<file path="src/rtl/rv_core_pkg.sv">
// Shared core constants and the fetch sequencer state type.
package rv_core_pkg;

  localparam int unsigned XLEN = 32;
  localparam logic [XLEN-1:0] RESET_PC = XLEN'(0);
  localparam logic [XLEN-1:0] PC_INC = XLEN'(1);

  typedef enum logic [2:0] {
    PCSEQ_IDLE  = 3'd0,
    PCSEQ_REQ   = 3'd1,
    PCSEQ_WAIT  = 3'd2,
    PCSEQ_HOLD  = 3'd3,
    PCSEQ_DRAIN = 3'd4
  } pcseq_state_t;

endpackage

</file>
<file path="src/rtl/pc_next_gen.sv">
// Next-PC selection: redirect target beats sequential advance, otherwise hold.
module pc_next_gen
  import rv_core_pkg::*;
(
  input  logic [XLEN-1:0] pc_i,
  input  logic            advance_i,
  input  logic            redirect_i,
  input  logic [XLEN-1:0] redirect_pc_i,
  output logic [XLEN-1:0] pc_next_c
);

  // Addition wraps modulo 2^XLEN with no overflow indication.
  always_comb begin
    pc_next_c = pc_i;
    if (redirect_i) begin
      pc_next_c = redirect_pc_i;
    end else if (advance_i) begin
      pc_next_c = pc_i + PC_INC;
    end
  end

endmodule

</file>
<file path="src/rtl/pc_sequencer.sv">
// Program counter owner and single-outstanding instruction fetch sequencer.
// Optional stall counter output bp_cycles enabled by defining PCSEQ_PERF_CNT_EN.
module pc_sequencer
  import rv_core_pkg::*;
(
  input  logic            clk,
  input  logic            reset,
  output logic            imem_req,
  output logic [XLEN-1:0] imem_addr,
  input  logic            imem_gnt,
  input  logic            imem_rvalid,
  input  logic [XLEN-1:0] imem_rdata,
  output logic            if_valid,
  output logic [XLEN-1:0] if_instr,
  output logic [XLEN-1:0] if_pc,
  input  logic            id_ready,
  input  logic            redirect_valid,
  input  logic [XLEN-1:0] redirect_pc
`ifdef PCSEQ_PERF_CNT_EN
  ,
  output logic [31:0]     bp_cycles
`endif
);

  pcseq_state_t    state_q, state_d;
  logic [XLEN-1:0] pc_q, pc_d;
  logic            req_q, req_d;
  logic            valid_q, valid_d;
  logic [XLEN-1:0] instr_q, instr_d;
  logic [XLEN-1:0] ifpc_q, ifpc_d;
  logic            advance;
  logic            xfer;

  assign xfer = valid_q & id_ready;

  pc_next_gen u_pc_next_gen (
    .pc_i          (pc_q),
    .advance_i     (advance),
    .redirect_i    (redirect_valid),
    .redirect_pc_i (redirect_pc),
    .pc_next_c     (pc_d)
  );

  // A redirect kills any in-flight fetch; DRAIN absorbs its response.
  always_comb begin
    state_d = state_q;
    valid_d = valid_q;
    instr_d = instr_q;
    ifpc_d  = ifpc_q;
    advance = 1'b0;
    case (state_q)
      PCSEQ_IDLE: state_d = PCSEQ_REQ;
      PCSEQ_REQ: begin
        if (imem_gnt) begin
          state_d = redirect_valid ? PCSEQ_DRAIN : PCSEQ_WAIT;
        end
      end
      PCSEQ_WAIT: begin
        if (imem_rvalid) begin
          if (redirect_valid) begin
            state_d = PCSEQ_REQ;
          end else begin
            valid_d = 1'b1;
            instr_d = imem_rdata;
            ifpc_d  = pc_q;
            state_d = PCSEQ_HOLD;
          end
        end else if (redirect_valid) begin
          state_d = PCSEQ_DRAIN;
        end
      end
      PCSEQ_HOLD: begin
        if (redirect_valid || xfer) begin
          valid_d = 1'b0;
          advance = xfer;
          state_d = PCSEQ_REQ;
        end
      end
      PCSEQ_DRAIN: begin
        if (imem_rvalid) begin
          state_d = PCSEQ_REQ;
        end
      end
      default: state_d = PCSEQ_IDLE;
    endcase
    req_d = (state_d == PCSEQ_REQ);
  end

  always_ff @(posedge clk or negedge reset) begin
    if (!reset) begin
      state_q <= PCSEQ_IDLE;
      pc_q    <= RESET_PC;
      req_q   <= 1'b0;
      valid_q <= 1'b0;
      instr_q <= '0;
      ifpc_q  <= RESET_PC;
    end else begin
      state_q <= state_d;
      pc_q    <= pc_d;
      req_q   <= req_d;
      valid_q <= valid_d;
      instr_q <= instr_d;
      ifpc_q  <= ifpc_d;
    end
  end

  assign imem_req  = req_q;
  assign imem_addr = pc_q;
  assign if_valid  = valid_q;
  assign if_instr  = instr_q;
  assign if_pc     = ifpc_q;

`ifdef PCSEQ_PERF_CNT_EN
  logic [31:0] bp_q;

  // Saturating count of cycles where decode stalls a held instruction.
  always_ff @(posedge clk or negedge reset) begin
    if (!reset) begin
      bp_q <= 32'd0;
    end else if (valid_q && !id_ready && (bp_q != 32'hFFFF_FFFF)) begin
      bp_q <= bp_q + 32'd1;
    end
  end

  assign bp_cycles = bp_q;
`endif

endmodule

</file>
<file path="config.mk">
export PLATFORM = sky130hd
export DESIGN_NAME = pc_sequencer
export DESIGN_NICKNAME = d
export VERILOG_FILES = /design/src/rtl/rv_core_pkg.sv /design/src/rtl/pc_next_gen.sv /design/src/rtl/pc_sequencer.sv
export SDC_FILE = /design/constraint.sdc
export NUM_CORES = 1
export LEC_CHECK = 0
export ABC_AREA = 1
export BUFFER_PORTS_ARGS = -buffer_cell sky130_fd_sc_hd__buf_4
export CAP_MARGIN = 20
export CORE_UTILIZATION = 40
export CTS_BUF_LIST = sky130_fd_sc_hd__clkbuf_4
export CTS_CLUSTER_SIZE = 24
export DETAILED_ROUTE_END_ITERATION = 6
export GPL_ROUTABILITY_DRIVEN = 0
export PLACE_DENSITY = 0.68
export SYNTH_ARGS = -nofsm -noshare
export SYNTH_HDL_FRONTEND = slang
export SYNTH_SLANG_ARGS = --single-unit
</file>
<file path="constraint.sdc">
create_clock -name clk -period 1.56 [get_ports clk]
set_input_delay 0.156 -clock clk [delete_from_list [all_inputs] [get_ports clk]]
set_output_delay 0.156 -clock clk [all_outputs]
set_load 0.01 [all_outputs]
</file>
---- Yosys cells after proc, flatten, opt, wreduce, memory -nomap -nowiden ----
Cells that the tools add are included.
cells by class
  add/sub/neg operators ................... 1
  equality and inequality tests ........... 8
  muxes and demuxes ....................... 16
  bitwise gates (word level) .............. 2
  reduce and logical (&&, ||, !) cells .... 6
operator list
  kind                                                              count
  32-bit 2-to-1 mux                                                 2
  32-bit by 1-bit adder with 32-bit output (second input constant)  1
  3-bit 2-to-1 mux                                                  6
  3-bit one-hot mux with 5 select lines                             1
  3-bit by 1-bit == test with 1-bit output (second input constant)  2
  3-bit by 2-bit == test with 1-bit output (second input constant)  2
  2-bit inequality test (second input constant)                     3
  1-bit 2-to-1 mux                                                  5
  4-bit AND reduction                                               1
  2-bit nonzero test                                                2
  3-bit == test (second input constant)                             1
  3-bit logical NOT                                                 1
  3-bit AND reduction                                               1
  2-bit 2-to-1 mux                                                  1
  1-bit one-hot mux with 2 select lines                             1
  1-bit bitwise AND                                                 1
  1-bit logical OR                                                  1
  1-bit NOT                                                         1
word-level totals
  register bits ........................... 101
  input bits .............................. 70
  output and inout port bits .............. 98
  word-level logic and storage cells ...... 39

---- Depth between registers and ports, before layout ----
Gate-level depths: netlist of run 1.
  word-level depth ........................ 6
  gate-level depth with buffers ........... 10
  mapped depth without buffers ............ 10

---- Modules after synthesis ----
From an unflattened synthesis of run 1, not the netlist that was laid out.
second synthesis, totals
  cells, all modules ...................... 624
  area, all modules ....................... 5180.0 µm²
modules (own cells, without submodules)
  module        instances  cells each  area each (µm²)
  pc_sequencer  1          346         3852.4
  pc_next_gen   1          278         1327.5

---- Worst setup path before layout of run 1 ----
No wires, ideal clock.
  path kind ............................... register -> register
  from .................................... register pc_q[1] (netlist: imem_addr[1])
  to ...................................... register pc_q[24] (netlist: imem_addr[24])
  arrival time ............................ 1440 ps
  required time ........................... 1444 ps
  setup slack ............................. 3 ps
  stages on the path, launching flop included .. 11
  path through ............................ dfrtp_1 -> ha_1 -> nand2_1 -> nor2_2 -> nand2_1 -> nor2_1 -> nand2_1 -> nand2_1 -> nand3_1 -> nand2_1 -> nand2_1
between the ends
  word-level cells in the longest chain between the ends .. 3
ends and longest elaborated chain
  what                                      RTL line            text
  start, declared                           pc_sequencer.sv:26  logic [XLEN-1:0] pc_q, pc_d;
  start signal, assigned                    pc_sequencer.sv:99  pc_q <= pc_d;
  32-bit by 1-bit adder with 32-bit output  pc_next_gen.sv:18   pc_next_c = pc_i + PC_INC;
  32-bit 2-to-1 mux                         pc_next_gen.sv:17   end else if (advance_i) begin
  32-bit 2-to-1 mux                         pc_next_gen.sv:15   if (redirect_i) begin
No other way between the ends. The select of a mux whose other input is x is not followed.
A chain may end at the register's enable or synchronous reset.

---- Worst setup path in the final report of run 1 ----
  from .................................... register pc_q[1] (netlist: imem_addr[1])
  to ...................................... register pc_q[20] (netlist: imem_addr[20])
Same word-level chain as after synthesis.

==> results.md, run 1 <==
* CP Max Fanout at 5
* Inserted Clock Buffers at 9
* Sequential cell area at 2530 sq um
* Post-layout net count at 951
* WP data required at 1.95 ns
* Number of global-route vias before repair at 4798
* Seq pwr share at 42.7%
* Combinational fraction of design power at 43.3%
* Util after Layout at 63.1%
* Gr usage total at 23.8%
* # clock sinks at 101
* Met2 Wirelength at 7310 microns
* Pins over their slew limit at 0
* Number of unique standard cell types used by synthesis at 31
* Final Hold Viols at 0
* Least-Margin Pin Slew at 0.358 ns
* Post-synth top area share at 50.2%
* Max clock buf depth at 2
* Cell Pwr Density at 1280 nW/um^2
* Starting Density at 41.4%
* Psw at 0.00354 W
* Synth area leader: dfrtp_1
* Clock power frac at 14.0%
* Syn_area_per_cell at 8.21 sq um
* Total I/O pin count at 168
* CP endpoint kind: flop
* Startpoint types: flop
* Post-synth net total at 684
* Die Footprint at 13000 sq um
* Status: complete, no violations
* Wire per inst at 14.7 microns
* Leading cell type in the layout, fill and taps excluded: buf_4
* Sw Share at 35.9%
* Row Count at 40
* Placement Cell Area at 6690 sq um
* Clock latency on the worst-skew pair at 0.47 ns
* Lkg Pwr at 3.93 nW
* Clk root buf: clkbuf_4
* Drt drc at 0
* Warnings, synthesis at 0
* Synth Register Bits at 101
* First-pass GRT wire length at 23900 microns
* Final antenna-violating net count at 0
* Vias per cell at 4.79
* Fill count at 1019
* CTS tree: yes
* Port Buffers at 167
* VDD IR-drop max at 0.654 mV
* Core Area at 12200 sq um
* Internal power at 0.00631 W
* CP arrival at 1.93 ns
* Metal1 wirelength at 6960 microns
* Area of the multi-input gates at 2280 sq um
* Most frequent cells in the layout: 204 x buf_4, 178 x nand2_1, 98 x dfrtp_1
* Worst-path clk slew at 0.15 ns
* Min-Delay Path Class: in2reg
* Antenna diodes at 0
* Largest cells by area after synthesis: dfrtp_1 50%, nand2_1 14%, nor2_1 6.5%
* 1st-iter DRT viols at 349
* Setup violators final at 0
* Unrepaired setup endpoints after global routing: true
* Max-slew headroom at 76.1%
* Seq/Total Area, Yosys at 50.2%
* Max Clock Freq at 650 MHz
* DR vias at 5045
* Aggregate routed wire length at 15500 microns
* Mapped Cells at 613
* Layout cells sized above 1 at 33.7%
* Maxcap violations at 0
* Die width at 114 microns
* Min Clock Period, post-route at 1.54 ns
* Synth-to-layout area growth at 52.5%
* # H-tree levels at 3
* Clk_skew at 0.0124 ns
* Metal3 WL at 901 microns
* Total iterations of the first detailed-routing run at 4
* DR top layer: met4
* Antenna violations before repair at 0
* DIE HEIGHT at 114 microns
* Maximum number of pins on one net before global-route repair at 43
* Congestion Overflow GR at 0
* Post-Layout Inst Area at 7680 sq um
* Worst setup path class: reg2reg
* Synthesized area at 5030 sq um
* Final period util at 98.7%
* DP HPWL at 11100 microns
[critical path, cell delays in order (launching register included)]
cell and delay (ns):
dfrtp_1 0.42, ha_2 0.20, nand2_2 0.06, nor2_4 0.16, nand2_2 0.10, nor2_2 0.10, buf_6 0.12, nand2_2 0.04
nand2_1 0.06, nand3_1 0.06, nand2_1 0.08, nand2_1 0.04
[power by group through the flow]
stage / logic, W / clock network [W] / registers (W)
2_1_floorplan: 0.00142 / 0 / 0.00460
3_3_place_gp: 0.00395 / 0 / 0.00420
3_5_place_dp: 0.00403 / 0 / 0.00425
4_1_cts: 0.00418 / 0.00143 / 0.00419
5_1_grt: 0.00463 / 0.00152 / 0.00433
6_report: 0.00427 / 0.00138 / 0.00421
[cells by family (layout without fill, tap and decap cells)]
| family | count (synthesis) | count (layout) | share of synthesized area [%] |
|---|---|---|---|
| buf+inv | 74 | 346 | 6.39 |
| compound gates | 70 | 70 | 7.48 |
| flops | 101 | 101 | 50.2 |
| mux | 35 | 35 | 8.65 |
| simple gates | 328 | 328 | 26.3 |
| fa+ha+maj | 1 | 1 | 0.248 |
| xor+xnor | 4 | 4 | 0.696 |
[layout make-up]
| type | count | share of cell area [%] |
|---|---|---|
| Clock buffer | 9 | 0.880 |
| Sequential cell | 101 | 33.0 |
| Clock inverter | 7 | 0.847 |
| Inverter | 53 | 2.62 |
| Tap cell | 168 | 2.74 |
| Timing Repair Buffer | 277 | 30.3 |
| Multi-Input combinational cell | 438 | 29.6 |
[layer usage]
metal | vias up | global-route usage, %
li1 | 2490 | -
met1 | 2349 | 31.0
met2 | 183 | 38.5
met3 | 23 | 4.24
met4 | 0 | 11.2
met5 | - | 0
[registers in the layout, indices dropped and copies added (netlist names)]
register,cells
if_instr,32
if_pc,32
imem_addr,32
state_q,3
if_valid,1
imem_req,1
[timing repair]
item | in CTS | in global routing
endpoints found under the hold margin | 164 | 0
gates cloned | 0 | 1
pin swaps | 1 | 12
buffers inserted | 1 | 9
endpoints found under the setup margin | 10 | 52
hold buffers | 66 | 0
gates resized for setup | 2 | 32
[per-stage QoR]
stage	std cells	setup TNS, ns	setup slack, ns	power [W]	hold slack (ns)
floorplan	613	0	0.00342	0.00602	-0.140
CTS	1043	0	0.00378	0.00981	0.0256
global route	1053	-1.29	-0.155	0.0105	0.0821
global placement	960	0	0.0616	0.00815	0.0853
finish	1053	0	0.0204	0.00985	0.0520
detailed placement	960	-0.0236	-0.0236	0.00828	0.0880
[worst paths after layout]
| kind | start | endpoint | slack (ns) | depth (start not counted) |
|---|---|---|---|---|
| worst min register to register | if_pc[20] | if_pc[20] | 0.50 | 2 |
| min in group asynchronous | reset | imem_addr[23] | 0.14 | 2 |
| max in group asynchronous | reset | imem_addr[12] | 0.91 | 3 |
| worst max register to register | imem_addr[1] | imem_addr[20] | 0.02 | 11 |
| worst max-delay path | imem_addr[1] | imem_addr[20] | 0.02 | 11 |
| worst min-delay path | redirect_pc[27] | imem_addr[27] | 0.05 | 5 |
[Yosys cell counts, drive strengths merged]
library cell and number:
nand2 189, dfrtp 101, nor2 94, inv 53
o21ai 47, nand3 39, mux2 35, a21oi 12
buf 12, clkbuf 9, nor3 3, o211ai 3
o22ai 3, xor2 3, and2 2, a22oi 1
a31oi 1, a32oi 1, ha 1, nand4 1
o211a 1, o21a 1, xnor2 1
No activity file was read; power rests on OpenSTA's default activity.
==> run 2, diff against run 1 <==
--- a/config.mk
+++ b/config.mk
@@ -13,6 +13,7 @@
 export CTS_CLUSTER_SIZE = 24
 export DETAILED_ROUTE_END_ITERATION = 6
 export GPL_ROUTABILITY_DRIVEN = 0
+export HOLD_SLACK_MARGIN = 0.06
 export PLACE_DENSITY = 0.68
 export SYNTH_ARGS = -nofsm -noshare
 export SYNTH_HDL_FRONTEND = slang
==> run 2 against run 1 <==
  * Clock skew up 0.0018 ns
  * Maximum frequency about the same
  * Combinational power about the same
  * Highest routed layer unchanged
  * Largest power group unchanged
==> results.md, run 2 (synthesized netlist as in run 1, its figures left out) <==
* DP HPWL at 11100 microns
* Maxcap violations at 0
* Sum of negative setup slack at 0 ns
* CP arrival at 1.94 ns
* Total iterations of the first detailed-routing run at 7
* Setup violators final at 0
* Final antenna-violating net count at 0
* Synth-to-layout area growth at 53.1%
* Fin worst setup slack at 0.0199 ns
* Final Hold Viols at 0
* Clock latency on the worst-skew pair at 0.49 ns
* Crit. Startpoint: imem_addr[1]
* Layout cells sized above 1 at 33.6%
* CTS tree: yes
* Antenna violations before repair at 0
* Startpoint types: flop
* Congestion Overflow GR at 0
* Final Instance Count excl. Fillers at 1056
* Final period util at 98.7%
* Leading cell type in the layout, fill and taps excluded: buf_4
* Aggregate routed wire length at 15500 microns
* CP cell instances: ha_2 -> nand2_2 -> nor2_4 -> nand2_2 -> nor2_2 -> buf_6 -> nand2_2 -> nand2_1 -> nand3_1 -> nand2_1 -> nand2_1
* Drt drc at 0
* Status: complete, no violations
* VDD IR-drop max at 0.514 mV
* Clk root buf: clkbuf_4
* First-pass GRT wire length at 23900 microns
* Row Count at 40
* DR vias at 5104
* Antenna diodes at 0
* Buf/Inv on CP at 1
* Slowest stage cell, crit path: dfrtp_1
* Vias per cell at 4.83
* DP Worst Slack at -0.0236 ns
* Worst path depth at 11
* WP data required at 1.96 ns
* Critical R2R Launch: imem_addr[1]
* Most frequent cells in the layout: 204 x buf_4, 178 x nand2_1, 98 x dfrtp_1
* Die Footprint at 13000 sq um
* Number of global-route vias before repair at 4803
* Inserted Clock Buffers at 9
* Worst setup path class: reg2reg
* CP Max Fanout at 5
* Least-Margin Pin Slew at 0.361 ns
* Unrepaired setup endpoints after global routing: true
* Reg2Reg Capture Point: imem_addr[20]
* # clock sinks at 101
* Top delay family on crit path: simple AND/OR/NAND/NOR gates
* Placement Cell Area at 6690 sq um
* Total I/O pin count at 168
* Post-Layout Inst Area at 7710 sq um
* CP endpoint kind: flop
* Max clock buf depth at 2
* Max-slew headroom at 75.9%
* Core Area at 12200 sq um
* 1st-iter DRT viols at 358
* Reg-to-reg slack, setup at 0.02 ns
* # H-tree levels at 3
* Clk_skew at 0.0141 ns
* CP peak stage delay at 0.42 ns
* Max Clock Freq at 649 MHz
* Maximum number of pins on one net before global-route repair at 43
* Placed Cells at 960
* Worst-path clk slew at 0.15 ns
* Lkg Pwr at 3.94 nW
* Post-layout net count at 954
* Wire per inst at 14.7 microns
* Critical Path End: imem_addr[20]
* Die width at 114 microns
* Pins over their slew limit at 0
* Min Clock Period, post-route at 1.54 ns
* Min-Delay Path Class: in2async
* Gr usage total at 23.8%
* Port Buffers at 167
* DIE HEIGHT at 114 microns
* Worst r2r path cells at 11
* Fill count at 1014
* Cell Pwr Density at 1280 nW/um^2
* Starting Density at 41.4%
==> run 2: changes by cell type in the layout (fill, tap and decap cells not counted) <==
cell	delta
dlygate4sd3_1	+3
==> run 2: final cells by class <==
class | instances | area (sq um) | share of cell area [%]
inverter | 53 | 201 | 2.61
multi-input combinational | 438 | 2280 | 29.5
timing repair buffer | 280 | 2360 | 30.6
clock inverter | 7 | 65.1 | 0.844
sequential | 101 | 2530 | 32.8
tap | 168 | 210 | 2.73
clock buffer | 9 | 67.6 | 0.876
==> run 2: where the power goes <==
part	total, W	switching [W]	internal [W]
clock	0.00138	0.000900	0.000481
sequential	0.00420	0.000651	0.00355
combinational	0.00428	0.00200	0.00228
total	0.00986	0.00355	0.00632
==> run 2: how the worst min path moves through the flow <==
stage	end	slack [ns]	cells past startpoint
floorplan	if_instr[0]	-0.14	0
global route	if_pc[20]	0.12	2
CTS	imem_addr[18]	0.1	2
detailed placement	if_pc[20]	0.09	1
global placement	if_pc[20]	0.09	1
finish	imem_addr[23]	0.12	2
==> run 2: routing by layer <==
metal | track usage [%] | up-vias | wire length, microns
li1 | - | 2492 | -
met1 | 30.8 | 2367 | 6900
met2 | 38.6 | 207 | 7170
met3 | 4.24 | 38 | 974
met4 | 11.2 | 0 | 504
met5 | 0 | - | 0
==> run 2: repair_timing <==
item                       CTS  global route
pin swaps                    1            12
gates resized for setup      2            32
buffers inserted             1             9
hold endpoints to repair   167             0
cloned                       0             1
setup endpoints to repair   10            52
hold buffers                69             0
==> run 2: through the flow <==
step / hold slack, ns / total power [W] / util [%]
6_report: 0.125 / 0.00986 / 63.4
3_5_place_dp: 0.0880 / 0.00828 / 55.0
3_3_place_gp: 0.0853 / 0.00815 / 55.0
2_1_floorplan: -0.140 / 0.00602 / -
5_1_grt: 0.120 / 0.0105 / 63.4
4_1_cts: 0.0951 / 0.00982 / 61.9
